==> src/rtl/rv32i_accel_cmd_queue_pkg.sv <==
// Shared decode constants, queue entry layout and producer classification
// for the RV32I custom-instruction accelerator path.
package accel_pkg;

  localparam logic [6:0] OPC_RTYPE = 7'b0110011;
  localparam logic [6:0] F7_ACCEL  = 7'b0000001;
  localparam logic [2:0] F3_AWR    = 3'b000;
  localparam logic [2:0] F3_START  = 3'b001;
  localparam logic [2:0] F3_STAT   = 3'b010;
  localparam logic [2:0] F3_BRD    = 3'b011;

  typedef struct packed {
    logic [31:0] instr;
    logic [31:0] rs1_val;
    logic [31:0] rs2_val;
    logic [4:0]  rd;
  } accel_cmd_t;

  function automatic logic is_accel(input logic [31:0] instr);
    return (instr[6:0] == OPC_RTYPE) && (instr[31:25] == F7_ACCEL);
  endfunction

  // Only STAT and BRD write a destination; x0 is never tracked.
  function automatic logic is_producer(input logic [31:0] instr, input logic [4:0] rd);
    return is_accel(instr) &&
           ((instr[14:12] == F3_STAT) || (instr[14:12] == F3_BRD)) &&
           (rd != 5'd0);
  endfunction

endpackage

==> src/rtl/rv32i_accel_cmd_queue_if.sv <==
// Core-side issue, accelerator-side dispatch and writeback signals of the
// command queue; slave is the queue's view, master the surrounding system's.
interface rv32i_accel_cmd_queue_if;
  logic        cpu_valid;
  logic        cpu_ready;
  logic [31:0] cpu_instr;
  logic [31:0] cpu_rs1_val;
  logic [31:0] cpu_rs2_val;
  logic [4:0]  cpu_rd_addr;

  logic        acc_instr_valid;
  logic        acc_instr_ready;
  logic [31:0] acc_instr;
  logic [31:0] acc_rs1_val;
  logic [31:0] acc_rs2_val;
  logic [4:0]  acc_rd_addr;

  logic        acc_rd_we;
  logic [4:0]  acc_rd_waddr;
  logic [31:0] acc_rd_wdata;

  logic        cpu_rd_we;
  logic [4:0]  cpu_rd_waddr;
  logic [31:0] cpu_rd_wdata;

  modport slave (
    input  cpu_valid, cpu_instr, cpu_rs1_val, cpu_rs2_val, cpu_rd_addr,
    output cpu_ready,
    output acc_instr_valid, acc_instr, acc_rs1_val, acc_rs2_val, acc_rd_addr,
    input  acc_instr_ready,
    input  acc_rd_we, acc_rd_waddr, acc_rd_wdata,
    output cpu_rd_we, cpu_rd_waddr, cpu_rd_wdata
  );

  modport master (
    output cpu_valid, cpu_instr, cpu_rs1_val, cpu_rs2_val, cpu_rd_addr,
    input  cpu_ready,
    input  acc_instr_valid, acc_instr, acc_rs1_val, acc_rs2_val, acc_rd_addr,
    output acc_instr_ready,
    output acc_rd_we, acc_rd_waddr, acc_rd_wdata,
    input  cpu_rd_we, cpu_rd_waddr, cpu_rd_wdata
  );
endinterface

==> src/rtl/rv32i_accel_cmd_queue_fifo.sv <==
// Show-ahead synchronous FIFO of accelerator commands; push-to-head 1 cycle.
// Push ignored when full, pop ignored when empty; caller gates with full/empty.
module accel_cmd_fifo
  import accel_pkg::*;
#(
  parameter  int DEPTH = 4,
  localparam int PTR_W = $clog2(DEPTH),
  localparam int CNT_W = PTR_W + 1
) (
  input  logic             clk,
  input  logic             rst,
  input  logic             push,
  input  accel_cmd_t       push_dat,
  input  logic             pop,
  output accel_cmd_t       head_dat,
  output logic             full,
  output logic             empty,
  output logic [CNT_W-1:0] count
);

  accel_cmd_t       mem [DEPTH];
  logic [PTR_W-1:0] wr_ptr;
  logic [PTR_W-1:0] rd_ptr;
  logic             do_push;
  logic             do_pop;

  assign full     = (count == CNT_W'(DEPTH));
  assign empty    = (count == '0);
  assign do_push  = push && !full;
  assign do_pop   = pop && !empty;
  assign head_dat = mem[rd_ptr];

  // Storage needs no reset: head contents are don't-care while empty.
  always_ff @(posedge clk) begin
    if (do_push) mem[wr_ptr] <= push_dat;
  end

  // DEPTH is a power of two, so pointer overflow is the modulo wrap.
  always_ff @(posedge clk or posedge rst) begin
    if (rst) begin
      wr_ptr <= '0;
      rd_ptr <= '0;
      count  <= '0;
    end else begin
      if (do_push) wr_ptr <= wr_ptr + PTR_W'(1);
      if (do_pop)  rd_ptr <= rd_ptr + PTR_W'(1);
      case ({do_push, do_pop})
        2'b10:   count <= count + CNT_W'(1);
        2'b01:   count <= count - CNT_W'(1);
        default: count <= count;
      endcase
    end
  end

endmodule

==> src/rtl/rv32i_accel_cmd_queue.sv <==
// Core-to-accelerator command queue with WAW scoreboard and registered writeback.
// Push-to-valid 1 cycle, writeback 1 cycle; cpu_ready drops when full or rd is busy.
module rv32i_accel_cmd_queue
  import accel_pkg::*;
#(
  parameter  int DEPTH = 4,
  localparam int PTR_W = $clog2(DEPTH),
  localparam int CNT_W = PTR_W + 1
) (
  input  logic                    clk,
  input  logic                    rst,
  rv32i_accel_cmd_queue_if.slave  bus,
  output logic [31:0]             rd_busy_mask,
  output logic [CNT_W-1:0]        q_count,
  output logic [15:0]             ill_cnt
);

  accel_cmd_t  push_dat;
  accel_cmd_t  head_dat;
  logic        full;
  logic        empty;
  logic        offer_accel;
  logic        offer_prod;
  logic        xfer;
  logic        push;
  logic        pop;
  logic        ill;
  logic [31:0] mask_nxt;

  assign offer_accel = is_accel(bus.cpu_instr);
  assign offer_prod  = is_producer(bus.cpu_instr, bus.cpu_rd_addr);

  // Full is checked without looking at a same-cycle pop to keep timing short.
  assign bus.cpu_ready = !full && !(offer_prod && rd_busy_mask[bus.cpu_rd_addr]);
  assign xfer          = bus.cpu_valid && bus.cpu_ready;
  assign push          = xfer && offer_accel;
  assign ill           = xfer && !offer_accel;

  assign push_dat = '{instr:   bus.cpu_instr,
                      rs1_val: bus.cpu_rs1_val,
                      rs2_val: bus.cpu_rs2_val,
                      rd:      bus.cpu_rd_addr};

  assign bus.acc_instr_valid = !empty;
  assign pop                 = !empty && bus.acc_instr_ready;
  assign bus.acc_instr       = head_dat.instr;
  assign bus.acc_rs1_val     = head_dat.rs1_val;
  assign bus.acc_rs2_val     = head_dat.rs2_val;
  assign bus.acc_rd_addr     = head_dat.rd;

  accel_cmd_fifo #(.DEPTH(DEPTH)) u_fifo (
    .clk      (clk),
    .rst      (rst),
    .push     (push),
    .push_dat (push_dat),
    .pop      (pop),
    .head_dat (head_dat),
    .full     (full),
    .empty    (empty),
    .count    (q_count)
  );

  // Clear before set so a same-edge collision leaves the bit set.
  always_comb begin
    mask_nxt = rd_busy_mask;
    if (bus.acc_rd_we)      mask_nxt[bus.acc_rd_waddr] = 1'b0;
    if (push && offer_prod) mask_nxt[bus.cpu_rd_addr]  = 1'b1;
    mask_nxt[0] = 1'b0;
  end

  always_ff @(posedge clk or posedge rst) begin
    if (rst) begin
      rd_busy_mask     <= '0;
      bus.cpu_rd_we    <= 1'b0;
      bus.cpu_rd_waddr <= '0;
      bus.cpu_rd_wdata <= '0;
      ill_cnt          <= '0;
    end else begin
      rd_busy_mask     <= mask_nxt;
      bus.cpu_rd_we    <= bus.acc_rd_we;
      if (bus.acc_rd_we) begin
        bus.cpu_rd_waddr <= bus.acc_rd_waddr;
        bus.cpu_rd_wdata <= bus.acc_rd_wdata;
      end
      if (ill && (ill_cnt != 16'hFFFF)) ill_cnt <= ill_cnt + 16'd1;
    end
  end

endmodule

==> src/flat_wrapper.sv <==
// flat-port wrapper written by rule: the top's interface ports become plain ports
module rv32i_accel_cmd_queue_flat import accel_pkg::*;
#(
  parameter  int DEPTH = 4,
  localparam int PTR_W = $clog2(DEPTH),
  localparam int CNT_W = PTR_W + 1
)
  (clk, rst, rd_busy_mask, q_count, ill_cnt, bus_cpu_valid, bus_cpu_instr, bus_cpu_rs1_val, bus_cpu_rs2_val, bus_cpu_rd_addr, bus_cpu_ready, bus_acc_instr_valid, bus_acc_instr, bus_acc_rs1_val, bus_acc_rs2_val, bus_acc_rd_addr, bus_acc_instr_ready, bus_acc_rd_we, bus_acc_rd_waddr, bus_acc_rd_wdata, bus_cpu_rd_we, bus_cpu_rd_waddr, bus_cpu_rd_wdata);
  rv32i_accel_cmd_queue_if bus_i ();
  input  logic clk;
  input  logic rst;
  output logic [31:0] rd_busy_mask;
  output logic [CNT_W-1:0] q_count;
  output logic [15:0] ill_cnt;
  input wire logic [$bits(bus_i.cpu_valid)-1:0] bus_cpu_valid;
  input wire logic [$bits(bus_i.cpu_instr)-1:0] bus_cpu_instr;
  input wire logic [$bits(bus_i.cpu_rs1_val)-1:0] bus_cpu_rs1_val;
  input wire logic [$bits(bus_i.cpu_rs2_val)-1:0] bus_cpu_rs2_val;
  input wire logic [$bits(bus_i.cpu_rd_addr)-1:0] bus_cpu_rd_addr;
  output wire logic [$bits(bus_i.cpu_ready)-1:0] bus_cpu_ready;
  output wire logic [$bits(bus_i.acc_instr_valid)-1:0] bus_acc_instr_valid;
  output wire logic [$bits(bus_i.acc_instr)-1:0] bus_acc_instr;
  output wire logic [$bits(bus_i.acc_rs1_val)-1:0] bus_acc_rs1_val;
  output wire logic [$bits(bus_i.acc_rs2_val)-1:0] bus_acc_rs2_val;
  output wire logic [$bits(bus_i.acc_rd_addr)-1:0] bus_acc_rd_addr;
  input wire logic [$bits(bus_i.acc_instr_ready)-1:0] bus_acc_instr_ready;
  input wire logic [$bits(bus_i.acc_rd_we)-1:0] bus_acc_rd_we;
  input wire logic [$bits(bus_i.acc_rd_waddr)-1:0] bus_acc_rd_waddr;
  input wire logic [$bits(bus_i.acc_rd_wdata)-1:0] bus_acc_rd_wdata;
  output wire logic [$bits(bus_i.cpu_rd_we)-1:0] bus_cpu_rd_we;
  output wire logic [$bits(bus_i.cpu_rd_waddr)-1:0] bus_cpu_rd_waddr;
  output wire logic [$bits(bus_i.cpu_rd_wdata)-1:0] bus_cpu_rd_wdata;
  assign bus_i.cpu_valid = bus_cpu_valid;
  assign bus_i.cpu_instr = bus_cpu_instr;
  assign bus_i.cpu_rs1_val = bus_cpu_rs1_val;
  assign bus_i.cpu_rs2_val = bus_cpu_rs2_val;
  assign bus_i.cpu_rd_addr = bus_cpu_rd_addr;
  assign bus_cpu_ready = bus_i.cpu_ready;
  assign bus_acc_instr_valid = bus_i.acc_instr_valid;
  assign bus_acc_instr = bus_i.acc_instr;
  assign bus_acc_rs1_val = bus_i.acc_rs1_val;
  assign bus_acc_rs2_val = bus_i.acc_rs2_val;
  assign bus_acc_rd_addr = bus_i.acc_rd_addr;
  assign bus_i.acc_instr_ready = bus_acc_instr_ready;
  assign bus_i.acc_rd_we = bus_acc_rd_we;
  assign bus_i.acc_rd_waddr = bus_acc_rd_waddr;
  assign bus_i.acc_rd_wdata = bus_acc_rd_wdata;
  assign bus_cpu_rd_we = bus_i.cpu_rd_we;
  assign bus_cpu_rd_waddr = bus_i.cpu_rd_waddr;
  assign bus_cpu_rd_wdata = bus_i.cpu_rd_wdata;
  rv32i_accel_cmd_queue #(.DEPTH(DEPTH)) u_core (.clk(clk), .rst(rst), .bus(bus_i), .rd_busy_mask(rd_busy_mask), .q_count(q_count), .ill_cnt(ill_cnt));
endmodule
==> config.mk <==
export PLATFORM = sky130hd
export DESIGN_NAME = rv32i_accel_cmd_queue_flat
export DESIGN_NICKNAME = d
export VERILOG_FILES = /design/src/rtl/rv32i_accel_cmd_queue_pkg.sv /design/src/rtl/rv32i_accel_cmd_queue_if.sv /design/src/rtl/rv32i_accel_cmd_queue_fifo.sv /design/src/rtl/rv32i_accel_cmd_queue.sv /design/src/flat_wrapper.sv
export SDC_FILE = /design/constraint.sdc
export NUM_CORES = 1
export LEC_CHECK = 0
export BUFFER_PORTS_ARGS = -buffer_cell sky130_fd_sc_hd__buf_4
export CORE_MARGIN = 5
export CORE_UTILIZATION = 56
export DETAILED_ROUTE_END_ITERATION = 6
export PLACE_DENSITY = 0.8
export SLEW_MARGIN = 20
export SYNTH_ARGS = -nofsm -noshare
export SYNTH_HDL_FRONTEND = slang
export SYNTH_SLANG_ARGS = --single-unit
==> constraint.sdc <==
create_clock -name clk -period 7.6 [get_ports clk]
set_input_delay 1.52 -clock clk [delete_from_list [all_inputs] [get_ports clk]]
set_output_delay 1.52 -clock clk [all_outputs]
set_load 0.01 [all_outputs]
==> summary.md, run 1 <==
| Metric | Value |
|---|---|
| Worst setup EP type | output port |
| PD cells | 306 nW/um^2 |
| RSZ-0062 raised after global routing | no |
| DRC Markers | 0 |
| Sum Neg Setup Slack | 0 ns |
| Worst skew pair latency | 0.56 ns |
| Largest net degree at the start of global routing | 65 |
| FF+latch count, synth | between 400 and 500 |
| Cells after Synth | 915 |
| Min Tclk post-route | 5.17 ns |
| I/O Pins | 335 |
| Sw Pwr | 1.91 mW |
| Hold_buf cts | 0 |
| CP Launch Type | primary input |
| Top cells by area, synth | edfxtp_1 64%, mux4_2 12%, dfrtp_1 12% |
| DR vias/cell | 5.76 |
| Fin. max-slew vios | 0 |
| Die width | roughly 190 um |
| Setup Skew | 0.0177 ns |
| Combinational share of power | around a quarter |
| Share of the synthesized area in the top cell type | 64.4% |
| Die ar. | about 37,000 um^2 |
| Synth Flop Type | edfxtp_1 |
| Clock Power Share | 31.8% |
| Num Clock Sinks | 496 |
| Vias | 10,100 |
| H-tree levels | 2 |
| Port Buffers | 333 |
| Max cap viols | 0 |
| Worst min-delay path class | reg -> reg |
| WP data arrival | 3.65 ns |
| Vias in the first global route | about 11,000 |
| Post-synthesis cell area | 18,800 um^2 |
| FMAX | 0.193 GHz |
| Status | complete, no violations |
| P&R area growth vs syn | 24.2% |
| Cts bufs inserted | 48 |
| Utilization after layout | between 70% and 80% |
| Share of cells above drive strength 1 | 44.0% |
| Internal power | around 5.2 mW |
| Drt total wl | 42,300 um |
| Commonest non-fill, non-tap cell in the layout | edfxtp_1 |
| Final period util | between 60% and 70% |
| Most frequent cells in the layout | 404 x edfxtp_1, 346 x buf_4, 104 x mux4_2 |
| Relative slew slack | around 24% |
| Total power | 7.15 mW |
| Core ar. | 33,400 um^2 |
| Seq/Total Area, Yosys | 76.6% |
| Root Driver | clkbuf_16 |
| Seq pwr share | 44.1% |
| Nets | 1,421 |
| Post-synth ARST share | a little under a fifth |
| # rows | 67 |
| Lkg Pwr | 8.52 nW |
| First-pass DRT Iterations | 5 |
| Initial antenna violation count | 4 |
| Wire per inst | 24.0 um |
| Number of setup buffers added after CTS | 0 |
| 1st-iter DRT viols | 609 |
| Setup CP Type | in -> out |
| Clock tree buffer depth | 3 |
| Vert. Die Dim | 193 um |
| Netlist cell types | a little over 50 |
| Avg Cell Area, Syn | roughly 20 um^2 |
| VDD IR-drop max | 0.186 mV |
| Net Sw Frac | 26.7% |
| First-pass GRT wire length | about 65,000 um |
| Placer congestion estimate | 0.890 |
| Post-synth EDFFs | 404 |
| Worst-Margin Slew | 1.13 ns |
| CTS tree | built |
| Post-cts sizing count | 0 |
| Hpwl dp | roughly 28,000 um |
| CP Data Required Time | 6.08 ns |
| CTS clk-pin slew, worst paths | roughly 0.050 ns |
| GRT overflow | 0 |
| Final hold vios | 0 |
| # setup viols final | 0 |
| Starting Density | between 50% and 60% |
| Yosys warns | 0 |
| Net Count, Synth | 1,065 |
| Max FO, Critical Path | 5 |
| Leading area contributor after synthesis | edfxtp_1 |
| GRT Resource Usage Total | 22.2% |
| Post-route ant nets | 0 |
## sequential cells by signal, indices dropped and copies added, names as in the netlist
register,count
u_core.u_fifo.wr_ptr,2
u_core.bus.cpu_rd_waddr,5
u_core.bus.cpu_rd_wdata,32
u_core.u_fifo.mem,404
u_core.u_fifo.count,3
u_core.rd_busy_mask,31
u_core.bus.cpu_rd_we,1
u_core.ill_cnt,16
u_core.u_fifo.rd_ptr,2
## cells by family after synthesis
family / share of synthesized area [%]
and+or+nand+nor: 3.16
xor gates and xnor gates: 0.977
adders and majority gates: 0.505
DFF: 76.6
muxes: 15.3
other: 0.0199
buffers and inverters: 1.26
AOI/OAI and AO/OA: 2.14
## cells in the mapped netlist (3+ instances only)
cell	instances
edfxtp_1	404
mux4_2	104
dfrtp_1	92
o21ai_0	48
mux2_2	38
nand2_1	32
nand3_1	20
nor2_1	19
buf_1	18
clkbuf_1	15
o21ai_1	14
inv_1	13
xnor2_1	12
mux2i_1	10
xor2_1	9
ha_1	6
nand3b_1	5
nand4_1	4
or3b_2	4
a21oi_1	3
and3_1	3
buf_6	3
nor3_1	3
## per-layer routing
metal	share of wire, %	up-vias	global-route usage [%]
met5	0.050	-	0
met4	2.1	4	5.51
met3	10	63	7.36
met2	49	505	35.7
met1	39	5180	30.0
li1	-	4392	-
## final cells by class
class	count	area [um^2]
Sequential cell	496	14400
Fill cell	2161	9980
Multi-Input combinational cell	365	4200
Timing Repair Buffer	347	2620
Clock buffer	58	1260
Tap cell	448	561
Clock inverter	31	259
Inverter	13	50.0
Antenna cell	2	5.00
## power groups by stage
stage	sequential, mW	clock, mW	combinational [mW]
3_3_place_gp	3.22	0	1.73
2_1_floorplan	3.11	0	1.02
4_1_cts	3.16	2.31	1.76
3_5_place_dp	3.22	0	1.76
6_report	3.16	2.27	1.72
5_1_grt	3.18	2.43	1.83
## per-stage QoR
| step | worst slack (ns) | hold WS [ns] | cell area [um^2] | cells |
|---|---|---|---|---|
| floorplan | 1.36 | 0.498 | 18800 | 915 |
| global placement | 2.34 | 0.489 | 21900 | 1669 |
| detailed placement | 2.27 | 0.497 | 21900 | 1669 |
| CTS | 2.41 | 0.510 | 23400 | 1758 |
| global route | 2.30 | 0.529 | 23400 | 1760 |
| finish | 2.43 | 0.509 | 23400 | 1760 |
## path summary, 6_finish.rpt
path                                                 start  depth (start not counted)                          end  slack (ns)
min in group asynchronous                              rst                          2  u_core.bus.cpu_rd_wdata[14]        1.05
max in group asynchronous                              rst                          3   u_core.bus.cpu_rd_wdata[4]        5.42
worst max register to register     u_core.rd_busy_mask[27]                          7     u_core.u_fifo.mem[3][42]        3.81
worst min register to register  u_core.bus.cpu_rd_wdata[6]                          1   u_core.bus.cpu_rd_wdata[6]        0.51
worst min-delay path            u_core.bus.cpu_rd_wdata[6]                          1   u_core.bus.cpu_rd_wdata[6]        0.51
worst max-delay path                      bus_cpu_instr[3]                          7                bus_cpu_ready        2.43
## worst max-delay path: stages
cell       delay (ns)
buf_4            0.13
or4b_4           0.54
nor4_4           0.46
o2111ai_1        0.22
a2111oi_2        0.38
and2b_1          0.24
buf_4            0.15
Note: power is estimated with default switching activity, not from simulation.
==> run 2, diff against run 1 <==
- CORE_UTILIZATION: 56 -> 50
- PLACE_DENSITY: 0.8 -> 0.75
- clock period: 7.6 -> 4.51 ns (I/O delays scaled with it)
==> run 2 against run 1 <==
Global-route usage down 1.8 points. Wire length rose by 1.0%. Die area increased by 11%. Worst setup slack lost 1.7 ns. Critical endpoint unchanged. Core utilization is 6.2 points lower. Via count fell by 1.4%.
==> summary.md, run 2 (synthesis results as in run 1) <==
| Metric | Value |
|---|---|
| Worst min-delay path class | in -> async |
| Worst setup EP type | output port |
| GRT Resource Usage Total | around 20% |
| Top flop regs | u_core.u_fifo.mem: 404 flops, u_core.bus.cpu_rd_wdata: 32 flops, u_core.rd_busy_mask: 31 flops |
| GRT overflow | 0 |
| Hpwl dp | 27,500 um |
| Clock Power Share | 34.8% |
| Crit-path max cell delay | 0.58 ns |
| First-pass GRT wire length | 64,400 um |
| Commonest non-fill, non-tap cell in the layout | edfxtp_1 |
| Slowest library cell on the worst path | or4bb_1 |
| Drt total wl | 42,800 um |
| CP Launch Type | primary input |
| Wire per inst | between 20 and 25 um |
| Worst r2r path cells | 7 |
| Relative slew slack | 36.2% |
| Share of cells above drive strength 1 | between 40% and 50% |
| Reg with most FFs | u_core.u_fifo.mem |
| Vert. Die Dim | 204 um |
| Post-route ant nets | 0 |
| CTS clk-pin slew, worst paths | ~0.06 ns |
| Reg-to-reg setup timing slack | 1.38 ns |
| Post-route cell area | 23,900 um^2 |
| FMAX | about 0.26 GHz |
| Area after DPL | 22,100 um^2 |
| First-pass DRT Iterations | 5 |
| CP Data Required Time | 3.61 ns |
| Setup CP Type | in -> out |
| Reg2reg end | u_core.u_fifo.mem[1][93] |
| Placer congestion estimate | 0.890 |
| Starting Density | 50.4% |
| RSZ-0062 raised after global routing | no |
| P&R area growth vs syn | 26.9% |
| Most used cell along the critical path | buf_4 |
| Root Driver | clkbuf_16 |
| Reg-to-Reg Start | u_core.rd_busy_mask[17] |
| Die width | slightly above 200 um |
| Min Tclk post-route | ~3.8 ns |
| Hold slack | ~0.46 ns |
| # setup viols final | 0 |
| Core ar. | 37,400 um^2 |
| WP data arrival | 2.88 ns |
| Vias in the first global route | 10,500 |
| Internal power | approximately 9.4 mW |
| Number of setup buffers added after CTS | 0 |
| Sw Pwr | roughly 3.3 mW |
| Fin. max-slew vios | 0 |
| Final period util | 83.9% |
| Most frequent cells in the layout | 404 x edfxtp_1, 341 x buf_4, 104 x mux4_2 |
| PnR worst setup slack | about 0.73 ns |
| Initial antenna violation count | 1 |
| DRC Markers | 0 |
| Crit-path cells | buf_4, or4bb_1, nor4_4, o2111ai_1, a2111oi_2, and2b_1, buf_4 |
| Antenna diode count | 0 |
| H-tree levels | 2 |
| Port Buffers | 333 |
| CP top delay family | simple AND/OR/NAND/NOR gates |
| DR vias/cell | 5.46 |
| Final hold vios | 0 |
| Vias | around 10,000 |
| Worst skew pair latency | 0.58 ns |
| Status | complete, no violations |
| 1st-iter DRT viols | 665 |
| Post-Place Worst Slack | between 0.4 and 0.5 ns |
| Largest net degree at the start of global routing | 71 |
| Max FFs per register | 404 |
| Clock tree buffer depth | 3 |
| Combinational share of power | 23.6% |
| Setup Skew | 0.0167 ns |
| Worst-Margin Slew | around 0.95 ns |
| Max FO, Critical Path | 5 |
| Lkg Pwr | 8.74 nW |
| Max cap viols | 0 |
| Die ar. | 41,700 um^2 |
| Total power | 12.7 mW |
| Num Clock Sinks | a little under 500 |
| VDD IR-drop max | 0.383 mV |
| PD cells | around 530 nW/um^2 |
| Net Sw Frac | a little over a quarter |
| CTS tree | built |
| Fillers | 2,540 |
| Cts bufs inserted | 51 |
| Hold_buf cts | 0 |
| I/O Pins | 335 |
| Nets | 1,429 |
| # rows | 71 |
| Worst Path Buf+Inv | 2 |
| Seq pwr share | 41.6% |
| Post-cts sizing count | 0 |
run 2: power by group through the flow:
| stage | Clock [mW] | Combinational, mW | Sequential (mW) |
|---|---|---|---|
| after CTS | 4.51 | 3.06 | 5.28 |
| final | 4.41 | 2.99 | 5.27 |
| after global routing | 4.72 | 3.19 | 5.30 |
| after global placement | 0 | 3.03 | 5.37 |
| after detailed placement | 0 | 3.05 | 5.37 |
| after floorplan | 0 | 1.72 | 5.24 |
run 2: cell type report:
type	count	area [um^2]	area share (%)
clock inverter	32	397	1.66
inverter	13	51.3	0.215
tap	511	639	2.67
sequential	496	14400	60.4
clock buffer	64	1400	5.86
multi-input combinational	365	4200	17.6
timing repair buffer	352	2780	11.6
run 2: worst register-to-register path, delay by kind of cell, from the launching register on:
family | cells | cell delay [ns]
compound gates | 2 | 0.33
simple gates | 2 | 0.99
buf+inv | 2 | 0.54
flops | 1 | 0.42
mux | 1 | 0.47
run 2: how the worst max path moves through the flow:
stage	from	to	cells past startpoint
finish	bus_cpu_instr[26]	bus_cpu_ready	7
global route	bus_cpu_instr[26]	bus_cpu_ready	7
CTS	bus_cpu_instr[26]	bus_cpu_ready	7
detailed placement	bus_cpu_instr[3]	u_core.u_fifo.count[2]	13
global placement	bus_cpu_instr[3]	u_core.u_fifo.mem[1][15]	7
floorplan	bus_cpu_rd_addr[1]	u_core.u_fifo.mem[0][0]	9
run 2: metal layers:
layer | track usage, % | vias up | part of all wire, %
met2 | 32.1 | 433 | 48
li1 | - | 4412 | -
met3 | 6.87 | 71 | 9.6
met4 | 5.19 | 2 | 2.2
met1 | 28.0 | 5087 | 40
met5 | 0 | - | 0.016
run 2: through the flow:
stage / TNS (ns) / utilization, % / cells
6_report: 0 / 63.9 / 1833
5_1_grt: 0 / 63.9 / 1833
4_1_cts: 0 / 63.9 / 1833
3_3_place_gp: 0 / 59.1 / 1737
3_5_place_dp: 0 / 59.1 / 1737
2_1_floorplan: -448.38 / - / 915
